--- config.mk ---
export PLATFORM = sky130hd
export DESIGN_NAME = bcd_subtractor_seq_flat
export DESIGN_NICKNAME = d
export VERILOG_FILES = /design/src/rtl/bcd_pkg.sv /design/src/rtl/bcd_subtractor_seq_if.sv /design/src/rtl/bcd_sub_digit.sv /design/src/rtl/bcd_subtractor_seq.sv /design/src/flat_wrapper.sv
export SDC_FILE = /design/constraint.sdc
export NUM_CORES = 1
export LEC_CHECK = 0
export BUFFER_PORTS_ARGS = -buffer_cell sky130_fd_sc_hd__buf_2
export CAP_MARGIN = 20
export CORE_MARGIN = 5
export CORE_UTILIZATION = 55
export CTS_CLUSTER_DIAMETER = 200
export CTS_CLUSTER_SIZE = 16
export DETAILED_ROUTE_END_ITERATION = 16
export PLACE_DENSITY_LB_ADDON = 0.25
export SKIP_CTS_REPAIR_TIMING = 1
export SYNTH_ARGS = -nofsm -noshare
export SYNTH_HDL_FRONTEND = slang
export SYNTH_SLANG_ARGS = --single-unit
--- constraint.sdc ---
create_clock -name clk -period 3 [get_ports clk]
set_input_delay 0.3 -clock clk [delete_from_list [all_inputs] [get_ports clk]]
set_output_delay 0.3 -clock clk [all_outputs]
set_load 0.05 [all_outputs]
--- src/rtl/bcd_pkg.sv ---
`default_nettype none
// ============================================================================
// Module      : bcd_pkg
// Description : Shared definitions for the digit-serial BCD subtractor.
//               Holds the BCD digit geometry, the controller state encoding
//               and a nibble validity helper used when operands are captured.
// Ports       : none (package)
// Revision    : 1.0 - initial release
// ============================================================================
package bcd_pkg;

  localparam int DIGIT_W   = 4;
  localparam int BCD_MAX   = 9;
  localparam int BCD_RADIX = 10;

  typedef enum logic [1:0] {
    IDLE = 2'd0,
    CALC = 2'd1,
    DONE = 2'd2
  } state_e;

  // A nibble is a legal BCD digit only in the range 0..9.
  function automatic logic nibble_valid(input logic [DIGIT_W-1:0] n);
    return (n <= DIGIT_W'(BCD_MAX));
  endfunction

endpackage
`default_nettype wire

--- src/rtl/bcd_subtractor_seq_if.sv ---
`default_nettype none
// ============================================================================
// Module      : bcd_subtractor_seq_if
// Description : Operand/result bundle between a sequencing controller and
//               the digit-serial BCD subtractor.
// Signals     : start       - operation request (controller -> subtractor)
//               A, B        - packed BCD minuend / subtrahend
//               Bin         - borrow-in
//               busy        - operation in flight
//               done        - one-cycle result-update pulse
//               Diff        - packed BCD difference
//               Bout        - borrow-out
//               err         - a captured nibble was not a BCD digit
// Modports    : master (controller side), slave (subtractor side)
// Revision    : 1.0 - initial release
// ============================================================================
interface bcd_subtractor_seq_if #(
  parameter int DIGITS = 3
) ();
  import bcd_pkg::*;

  localparam int W = DIGIT_W * DIGITS;

  logic         start;
  logic [W-1:0] A;
  logic [W-1:0] B;
  logic         Bin;
  logic         busy;
  logic         done;
  logic [W-1:0] Diff;
  logic         Bout;
  logic         err;

  modport master (
    output start, A, B, Bin,
    input  busy, done, Diff, Bout, err
  );

  modport slave (
    input  start, A, B, Bin,
    output busy, done, Diff, Bout, err
  );

endinterface
`default_nettype wire

--- src/rtl/bcd_sub_digit.sv ---
`default_nettype none
// ============================================================================
// Module      : bcd_sub_digit
// Description : Single-digit combinational BCD subtract cell. Computes
//               a - b - bin; a negative intermediate is corrected by adding
//               the radix and reported as a borrow.
// Ports       : a    [3:0] in  - minuend digit
//               b    [3:0] in  - subtrahend digit
//               bin        in  - borrow from the less significant digit
//               d    [3:0] out - difference digit
//               bout       out - borrow to the more significant digit
// Revision    : 1.0 - initial release
// ============================================================================
module bcd_sub_digit
  import bcd_pkg::*;
(
  input  logic [DIGIT_W-1:0] a,
  input  logic [DIGIT_W-1:0] b,
  input  logic               bin,
  output logic [DIGIT_W-1:0] d,
  output logic               bout
);

  // Five signed bits span every a - b - bin outcome for 4-bit inputs
  // (-16 .. 15), so no intermediate overflows.
  logic signed [DIGIT_W:0] t;
  logic signed [DIGIT_W:0] t_adj;

  always_comb begin
    t     = $signed({1'b0, a}) - $signed({1'b0, b}) - $signed({{DIGIT_W{1'b0}}, bin});
    t_adj = t + (DIGIT_W+1)'(BCD_RADIX);
    d     = t[DIGIT_W-1:0];
    bout  = 1'b0;
    if (t < 0) begin
      d    = t_adj[DIGIT_W-1:0];
      bout = 1'b1;
    end
  end

endmodule
`default_nettype wire

--- src/rtl/bcd_subtractor_seq.sv ---
`default_nettype none
// ============================================================================
// Module      : bcd_subtractor_seq
// Description : Digit-serial multi-digit BCD subtractor. Computes
//               Diff = (A - B - Bin) mod 10^DIGITS and a borrow-out, one
//               digit per clock, least significant digit first, reusing a
//               single bcd_sub_digit cell.
// Ports       : clk    in  - system clock, rising edge
//               rst_n  in  - asynchronous active-low reset
//               bus    slave modport of bcd_subtractor_seq_if
//                        start/A/B/Bin in, busy/done/Diff/Bout/err out
// Timing      : start sampled in IDLE at edge k, digits at edges k+1..
//               k+DIGITS, done pulse and result update at edge k+DIGITS+1,
//               back in IDLE at edge k+DIGITS+2.
// Revision    : 1.0 - initial release
// ============================================================================
module bcd_subtractor_seq
  import bcd_pkg::*;
#(
  parameter int DIGITS = 3
) (
  input  logic                 clk,
  input  logic                 rst_n,
  bcd_subtractor_seq_if.slave  bus
);

  localparam int W     = DIGIT_W * DIGITS;
  localparam int IDX_W = $clog2(DIGITS + 1);

  // --------------------------------------------------------------------------
  // State and datapath registers
  // --------------------------------------------------------------------------
  state_e             state_q, state_d;
  logic [W-1:0]       a_q, a_d;       // remaining minuend digits, LSD at [3:0]
  logic [W-1:0]       b_q, b_d;       // remaining subtrahend digits
  logic               br_q, br_d;     // running borrow between digits
  logic [IDX_W-1:0]   idx_q, idx_d;   // digit being processed
  logic               inval_q, inval_d;
  logic [W-1:0]       work_q, work_d; // partial result, filled from the top
  logic [W-1:0]       diff_q, diff_d;
  logic               bout_q, bout_d;
  logic               err_q, err_d;
  logic               done_q, done_d;
  logic               busy_q, busy_d;

  // --------------------------------------------------------------------------
  // Operand validity, evaluated on the live bus and captured with the data
  // --------------------------------------------------------------------------
  logic [DIGITS-1:0]  nib_ok;

  for (genvar gi = 0; gi < DIGITS; gi++) begin : g_nib_chk
    assign nib_ok[gi] = nibble_valid(bus.A[gi*DIGIT_W +: DIGIT_W]) &&
                        nibble_valid(bus.B[gi*DIGIT_W +: DIGIT_W]);
  end

  // --------------------------------------------------------------------------
  // The shared per-digit cell always works on the low nibble; operands are
  // shifted down one digit per CALC cycle.
  // --------------------------------------------------------------------------
  logic [DIGIT_W-1:0] cell_d;
  logic               cell_bout;

  bcd_sub_digit u_digit (
    .a    (a_q[DIGIT_W-1:0]),
    .b    (b_q[DIGIT_W-1:0]),
    .bin  (br_q),
    .d    (cell_d),
    .bout (cell_bout)
  );

  // --------------------------------------------------------------------------
  // Next-state and datapath logic
  // --------------------------------------------------------------------------
  always_comb begin
    state_d = state_q;
    a_d     = a_q;
    b_d     = b_q;
    br_d    = br_q;
    idx_d   = idx_q;
    inval_d = inval_q;
    work_d  = work_q;
    diff_d  = diff_q;
    bout_d  = bout_q;
    err_d   = err_q;
    done_d  = 1'b0;

    case (state_q)
      IDLE: begin
        if (bus.start) begin
          a_d     = bus.A;
          b_d     = bus.B;
          br_d    = bus.Bin;
          inval_d = ~&nib_ok;
          idx_d   = '0;
          work_d  = '0;
          state_d = CALC;
        end
      end

      CALC: begin
        // New digit enters at the top; after DIGITS shifts digit 0 sits
        // in [3:0].
        work_d = {cell_d, work_q[W-1:DIGIT_W]};
        a_d    = a_q >> DIGIT_W;
        b_d    = b_q >> DIGIT_W;
        br_d   = cell_bout;
        idx_d  = idx_q + IDX_W'(1);
        if (idx_q == IDX_W'(DIGITS - 1)) begin
          state_d = DONE;
        end
      end

      DONE: begin
        // DONE spans two cycles: the first publishes the result and raises
        // done, the second lets done fall before returning to IDLE, so a
        // held start is not re-sampled until the pulse has completed.
        if (!done_q) begin
          done_d = 1'b1;
          err_d  = inval_q;
          diff_d = inval_q ? '0   : work_q;
          bout_d = inval_q ? 1'b0 : br_q;
        end else begin
          state_d = IDLE;
        end
      end

      default: begin
        state_d = IDLE;
      end
    endcase

    // busy rises on the first digit edge and falls as IDLE is re-entered.
    busy_d = (state_d != IDLE) && (state_q != IDLE);
  end

  // --------------------------------------------------------------------------
  // State register
  // --------------------------------------------------------------------------
  always_ff @(posedge clk or negedge rst_n) begin
    if (!rst_n) begin
      state_q <= IDLE;
      a_q     <= '0;
      b_q     <= '0;
      br_q    <= 1'b0;
      idx_q   <= '0;
      inval_q <= 1'b0;
      work_q  <= '0;
      diff_q  <= '0;
      bout_q  <= 1'b0;
      err_q   <= 1'b0;
      done_q  <= 1'b0;
      busy_q  <= 1'b0;
    end else begin
      state_q <= state_d;
      a_q     <= a_d;
      b_q     <= b_d;
      br_q    <= br_d;
      idx_q   <= idx_d;
      inval_q <= inval_d;
      work_q  <= work_d;
      diff_q  <= diff_d;
      bout_q  <= bout_d;
      err_q   <= err_d;
      done_q  <= done_d;
      busy_q  <= busy_d;
    end
  end

  // --------------------------------------------------------------------------
  // Outputs
  // --------------------------------------------------------------------------
  assign bus.busy = busy_q;
  assign bus.done = done_q;
  assign bus.Diff = diff_q;
  assign bus.Bout = bout_q;
  assign bus.err  = err_q;

endmodule
`default_nettype wire
--- src/flat_wrapper.sv ---
// flat-port wrapper written by rule: the top's interface ports become plain ports
module bcd_subtractor_seq_flat import bcd_pkg::*;
#(
  parameter int DIGITS = 3
)
  (clk, rst_n, bus_start, bus_A, bus_B, bus_Bin, bus_busy, bus_done, bus_Diff, bus_Bout, bus_err);
  bcd_subtractor_seq_if #(.DIGITS(DIGITS)) bus_i ();
  input  logic clk;
  input  logic rst_n;
  input wire logic [$bits(bus_i.start)-1:0] bus_start;
  input wire logic [$bits(bus_i.A)-1:0] bus_A;
  input wire logic [$bits(bus_i.B)-1:0] bus_B;
  input wire logic [$bits(bus_i.Bin)-1:0] bus_Bin;
  output wire logic [$bits(bus_i.busy)-1:0] bus_busy;
  output wire logic [$bits(bus_i.done)-1:0] bus_done;
  output wire logic [$bits(bus_i.Diff)-1:0] bus_Diff;
  output wire logic [$bits(bus_i.Bout)-1:0] bus_Bout;
  output wire logic [$bits(bus_i.err)-1:0] bus_err;
  assign bus_i.start = bus_start;
  assign bus_i.A = bus_A;
  assign bus_i.B = bus_B;
  assign bus_i.Bin = bus_Bin;
  assign bus_busy = bus_i.busy;
  assign bus_done = bus_i.done;
  assign bus_Diff = bus_i.Diff;
  assign bus_Bout = bus_i.Bout;
  assign bus_err = bus_i.err;
  bcd_subtractor_seq #(.DIGITS(DIGITS)) u_core (.clk(clk), .rst_n(rst_n), .bus(bus_i));
endmodule
### Word level (Yosys, flattened, before mapping)

Index checks and enable logic that the tools add are counted.

| storage, ports and cells | value |
|---|---|
| output and inout port bits | 16 |
| logic and storage cells | 61 |
| flip-flop bits (word level) | 58 |
| input port bits | 28 |

| cells by class | value |
|---|---|
| equal/unequal tests | 4 |
| multiplexer cells | 20 |
| $lt $le $gt $ge | 7 |
| bitwise logic cells | 1 |
| add/subtract/negate cells | 4 |
| reductions and logical operators | 13 |

Operators with widths:

| kind | number |
|---|---|
| $pmux 12 s2 | 3 |
| $mux 12 | 4 |
| $le 4x4->1 const B | 6 |
| $mux 2 | 4 |
| $pmux 2 s3 | 1 |
| $reduce_and 2->1 | 3 |
| $reduce_bool 2->1 | 3 |
| $lt 5x1->1 const B | 1 |
| $mux 1 | 5 |
| $sub 4x4->5 | 1 |
| $sub 5x2->5 | 1 |
| $add 4x4->4 const B | 1 |
| $eq 2x2->1 const B | 2 |
| $logic_and 1x1->1 | 4 |
| $mux 4 | 1 |
| $pmux 2 s2 | 1 |
| $reduce_and 3->1 | 1 |
| $add 2x1->2 const B | 1 |
| $eq 2x1->1 const B | 1 |
| $logic_not 2->1 | 1 |
| $ne 2x2->1 const B | 1 |
| $pmux 1 s2 | 1 |
| $logic_not 1->1 | 1 |
| $not 1->1 | 1 |

### Logic depth before layout (Yosys ltp)

| logic depth | value |
|---|---|
| depth after elaboration | 5 |
| gate-level depth with buffers | 9 |
| depth with buffers taken out | 9 |

### Cells and area by module

From an unflattened synthesis, not the netlist that was laid out.

| second synthesis, totals | value |
|---|---|
| cell total of the unflattened synthesis | 293 |
| area, all modules | 2836.5 µm² |

Modules (own cells, without submodules):

| module | area each (µm²) | seq. area each (µm²) | cells an instance | instances |
|---|---|---|---|---|
| bcd_subtractor_seq | 2562.5 | 1451.4 | 261 | 1 |
| bcd_sub_digit | 274.0 | 0.0 | 32 | 1 |

### Worst setup path before layout

No wires, ideal clock.

| timing | value |
|---|---|
| path kind | reg-to-reg |
| start point | register u_core.br_q |
| end point | register u_core.work_q[11] |
| data required time | 2.869 ns |
| slack | 0.711 ns |
| clock period less this slack | 2.289 ns |
| stages on the path, launching flop included | 9 |
| buffers on the path | 0 |
| setup time | 0.131 ns |
| data arrival time | 2.157 ns |
| cells stage by stage | dfrtp_1 inv_1 fa_1 fa_1 nand2b_1 a21oi_2 xnor2_2 nor4_1 or3b_1 |

| between the ends | value |
|---|---|
| cells in the longest elaborated chain, start to end | 4 |
| elaborated cells on any way between the ends | 5 |
| classes of those cells | add/sub: 2; order compare: 1; mux: 2 |

RTL lines:

| element | line | text |
|---|---|---|
| from (decl) | bcd_subtractor_seq.sv:36 | `logic br_q, br_d;` |
| from (signal assigned) | bcd_subtractor_seq.sv:157 | `br_q <= br_d;` |
| $sub 5x2->5 (*) | bcd_sub_digit.sv:30 | `t = $signed({1'b0, a}) - $signed({1'b0, b}) - $signed({{DIGIT_W{1'b0}}, bin});` |
| $add 4x4->4 / $lt 5x1->1 (equally long branches) | bcd_sub_digit.sv:31, bcd_sub_digit.sv:34 |  |
| $mux 4 (*) | bcd_sub_digit.sv:34 | `if (t < 0) begin` |
| $pmux 12 s2 (*) | bcd_subtractor_seq.sv:87 | `case (state_q)` |
| to (signal assigned) | bcd_subtractor_seq.sv:160 | `work_q <= work_d;` |
| to (decl) | bcd_subtractor_seq.sv:39 | `logic [W-1:0] work_q, work_d;` |

Mark *: on every way between the ends. The rest lies on a longest branch, timed or not.
A chain may end at the register's enable or synchronous reset.

### Final worst setup path

Ends and elaborated chain as after synthesis.

==> flow_metrics.py <==
metrics = {
    "synth": {
        "synth_adder_area_share": 0.05321,
        "synth_top_family_by_area": "compound AO/OA/AOI/OAI gates",
        "synth_mux_area_frac": 0.06461,
        "yosysWarnings": 0,
        "synth_top_area_cell": "dfrtp_1",
        "synth.distinct_cells": 30,
        "post_synth_xor_area_fraction": 0.01948,
        "synth_area_leaders": "dfrtp_1, o21ai_0, mux2i_1",
        "async_reset_ff_frac": 1.000,
        "synth_area_sq_mm": 0.002634,
        "synthTopCellsByCount": "dfrtp_1, nand2_1, o21ai_0",
        "synthDominantCellAreaShare": 0.5511,
        "yosysSeqAreaShare": 0.5511,
        "synth_compound_area_frac": 0.1549,
        "avgSynthCellArea_sq_um": 10.75,
        "netlist_instances": 245,
        "synthFlopType": "dfrtp_1",
        "ys_ff_latch": 58,
        "yosysMostFrequentCell": "dfrtp_1",
        "synth_edf_count": 0,
        "syn_nets": 283,
        "yosys.area_share.simple": 0.1183,
    },
    "drt": {
        "dr.pass1.iters": 4,
        "vias": 1891,
        "ant_nets": 0,
        "finalWirelength_microns": 4979,
        "drc_errors": 0,
        "post_drt_via_cell_ratio": 5.418,
        "drt-initial-drc-count": 62,
        "wire_per_inst_microns": 14.27,
    },
    "setup_path": {
        "r2r_start": "u_core.br_q",
        "critical_path_class": "reg2reg",
        "cp.arrival_ps": 2610,
        "crit_start": "u_core.br_q",
        "start_kind": "flip-flop",
        "end_kind": "flip-flop",
        "path_max_fanout": 5,
        "cp.required_ps": 3210,
    },
    "place": {
        "hpwl_microns": 3437,
        "dp_cells": 332,
        "gp_congestion": 0.7839,
        "io_buffers": 43,
        "pre_cts_slack_ps": 602.7,
    },
    "global_routing": {
        "grt_pass1_vias": 1884,
        "grt_max_degree": 56,
        "overflow": 0,
        "antenna_found_initial": 0,
        "grt_pass1_wl_microns": 8597,
        "grt.total_usage": 0.1788,
    },
    "power_and_ir_drop": {
        "internal_power_w": 0.002140,
        "p_per_area_mw_per_mm2": 1164,
        "peakVddDrop_uv": 578.5,
        "clkPwrFrac": 0.202,
        "seqPwrFrac": 0.351,
        "combPwrFrac": 0.447,
        "p_leak_nw": 1.541,
        "switching_share": 0.4069,
        "power.switching_w": 0.001469,
    },
    "floorplan": {
        "rows": 25,
        "die_height_microns": 79.20,
        "coreArea_sq_mm": 0.004692,
        "io_pins": 44,
        "fp.dieW_microns": 79.20,
        "die_area_sq_mm": 0.006273,
        "initial_core_util": 0.5613,
    },
    "sta": {
        "post-route-period-util": 0.8002,
        "fin_tns_setup_ps": 0,
        "setup_viol": 0,
        "fin_crit_ps": 2401,
        "finalWorstSetupSlack_ps": 599.3,
        "hold_viol": 0,
        "worstMarginPinSlew_ps": 858.1,
        "slew_headroom": 0.4258,
        "rsz0062_at_grt": "no",
        "fmax_ghz": 0.4165,
        "drv_slew": 0,
        "skew_ps": 8.929,
    },
    "clocking": {
        "tritoncts": "done",
        "cts_made_buffers": 9,
        "clkSinkCount": 58,
        "clk_latency_ps": 340,
        "path_clk_slew_ps": 70,
        "clk_path_buf_depth": 2,
        "h-tree-depth": 3,
        "root_buffer": "clkbuf_8",
    },
    "final_layout": {
        "final_nets": 328,
        "fin_util": 0.6605,
        "drive_gt1_frac": 0.2271,
        "area_growth_pct": 17.67,
        "layout.cells.non_filler": 349,
        "diodes": 0,
    },
    "run_status": {
        "status": "complete, no violations",
    },
    "worst_hold_path": {
        "hp-class": "in2reg",
        "min-delay-start": "bus_A[8]",
    },
    "job": {
        "max_cap_viol_count": 0,
    },
}
## power groups by stage
stage | registers [W] | logic [W] | clock network, W
after floorplan | 0.00141 | 0.00116 | 0
after global placement | 0.00127 | 0.00157 | 0
after detailed placement | 0.00128 | 0.00163 | 0
after CTS | 0.00127 | 0.00163 | 0.000739
after global routing | 0.00130 | 0.00182 | 0.000775
final | 0.00127 | 0.00161 | 0.000729
## cells in the final DEF (no fill, tap or decap), types with 5 or more instances in the layout
| master | Yosys | layout |
|---|---|---|
| dfrtp_1 | 58 | 58 |
| buf_2 | 3 | 43 |
| nand2_1 | 42 | 42 |
| o21ai_0 | 40 | 40 |
| mux2i_1 | 17 | 17 |
| a22o_1 | 16 | 16 |
| nand2b_1 | 15 | 15 |
| inv_1 | 10 | 10 |
| clkbuf_8 | 0 | 10 |
| ha_1 | 8 | 8 |
| nor2_1 | 5 | 5 |
## layer usage
layer  vias up  track usage  routed length (microns)
li1        932            -                        -
met1       898       0.2321                     2364
met2        48       0.2744                     2218
met3        13      0.04422                      287
met4         0      0.09794                      109
met5         -            0                        0
## registers in the layout, summed over array words and instances, names as in the netlist
register	count
u_core.work_q	12
u_core.bus.err	1
u_core.bus.Diff	12
u_core.bus.done	1
u_core.a_q	12
u_core.br_q	1
u_core.idx_q	2
u_core.bus.Bout	1
u_core.inval_q	1
u_core.b_q	12
u_core.bus.busy	1
u_core.state_q	2
## layout make-up
type                       instances  area [sq um]
timing repair buffer              47         247.7
fill                             384          1593
clock inverter                     6         66.31
sequential                        58          1451
clock buffer                      10         137.6
multi-input combinational        164          1091
inverter                          10         37.54
tap                               54         67.56
## final timing paths
kind                                 endpoint  slack [ps]  cells past startpoint
setup / recovery            u_core.work_q[11]         600                      8
hold / removal                  u_core.a_q[8]         180                      2
setup reg to reg            u_core.work_q[11]         600                      8
hold reg to reg            u_core.bus.Diff[1]         470                      2
max in group asynchronous         u_core.br_q        1750                      3
min in group asynchronous       u_core.b_q[2]         430                      2
## cells by family after synthesis
kind of cell | count (synthesis)
AO/OA/AOI/OAI | 64
XOR/XNOR | 5
adder cells (fa/ha/maj) | 10
buffers and inverters | 23
flip-flops | 58
multiplexers | 17
AND/OR/NAND/NOR | 68
## per-stage QoR
stage | instance area, sq um | hold WS (ps) | power (W)
finish | 3099 | 181.4 | 0.003609
global route | 3099 | 191.5 | 0.003896
CTS | 3089 | -100.3 | 0.003638
detailed placement | 2885 | 260.7 | 0.002910
global placement | 2885 | 250.8 | 0.002844
floorplan | 2634 | 4.409 | 0.002567
## worst max-delay path, cell delays in order, from the launching register on
cell and delay [ps]:
dfrtp_1 340, inv_1 80, fa_1 470, fa_1 410
nand2b_1 170, a21oi_2 170, xnor2_2 140, o211ai_2 160
or3b_1 350
No activity file was read; power rests on OpenSTA's default activity.
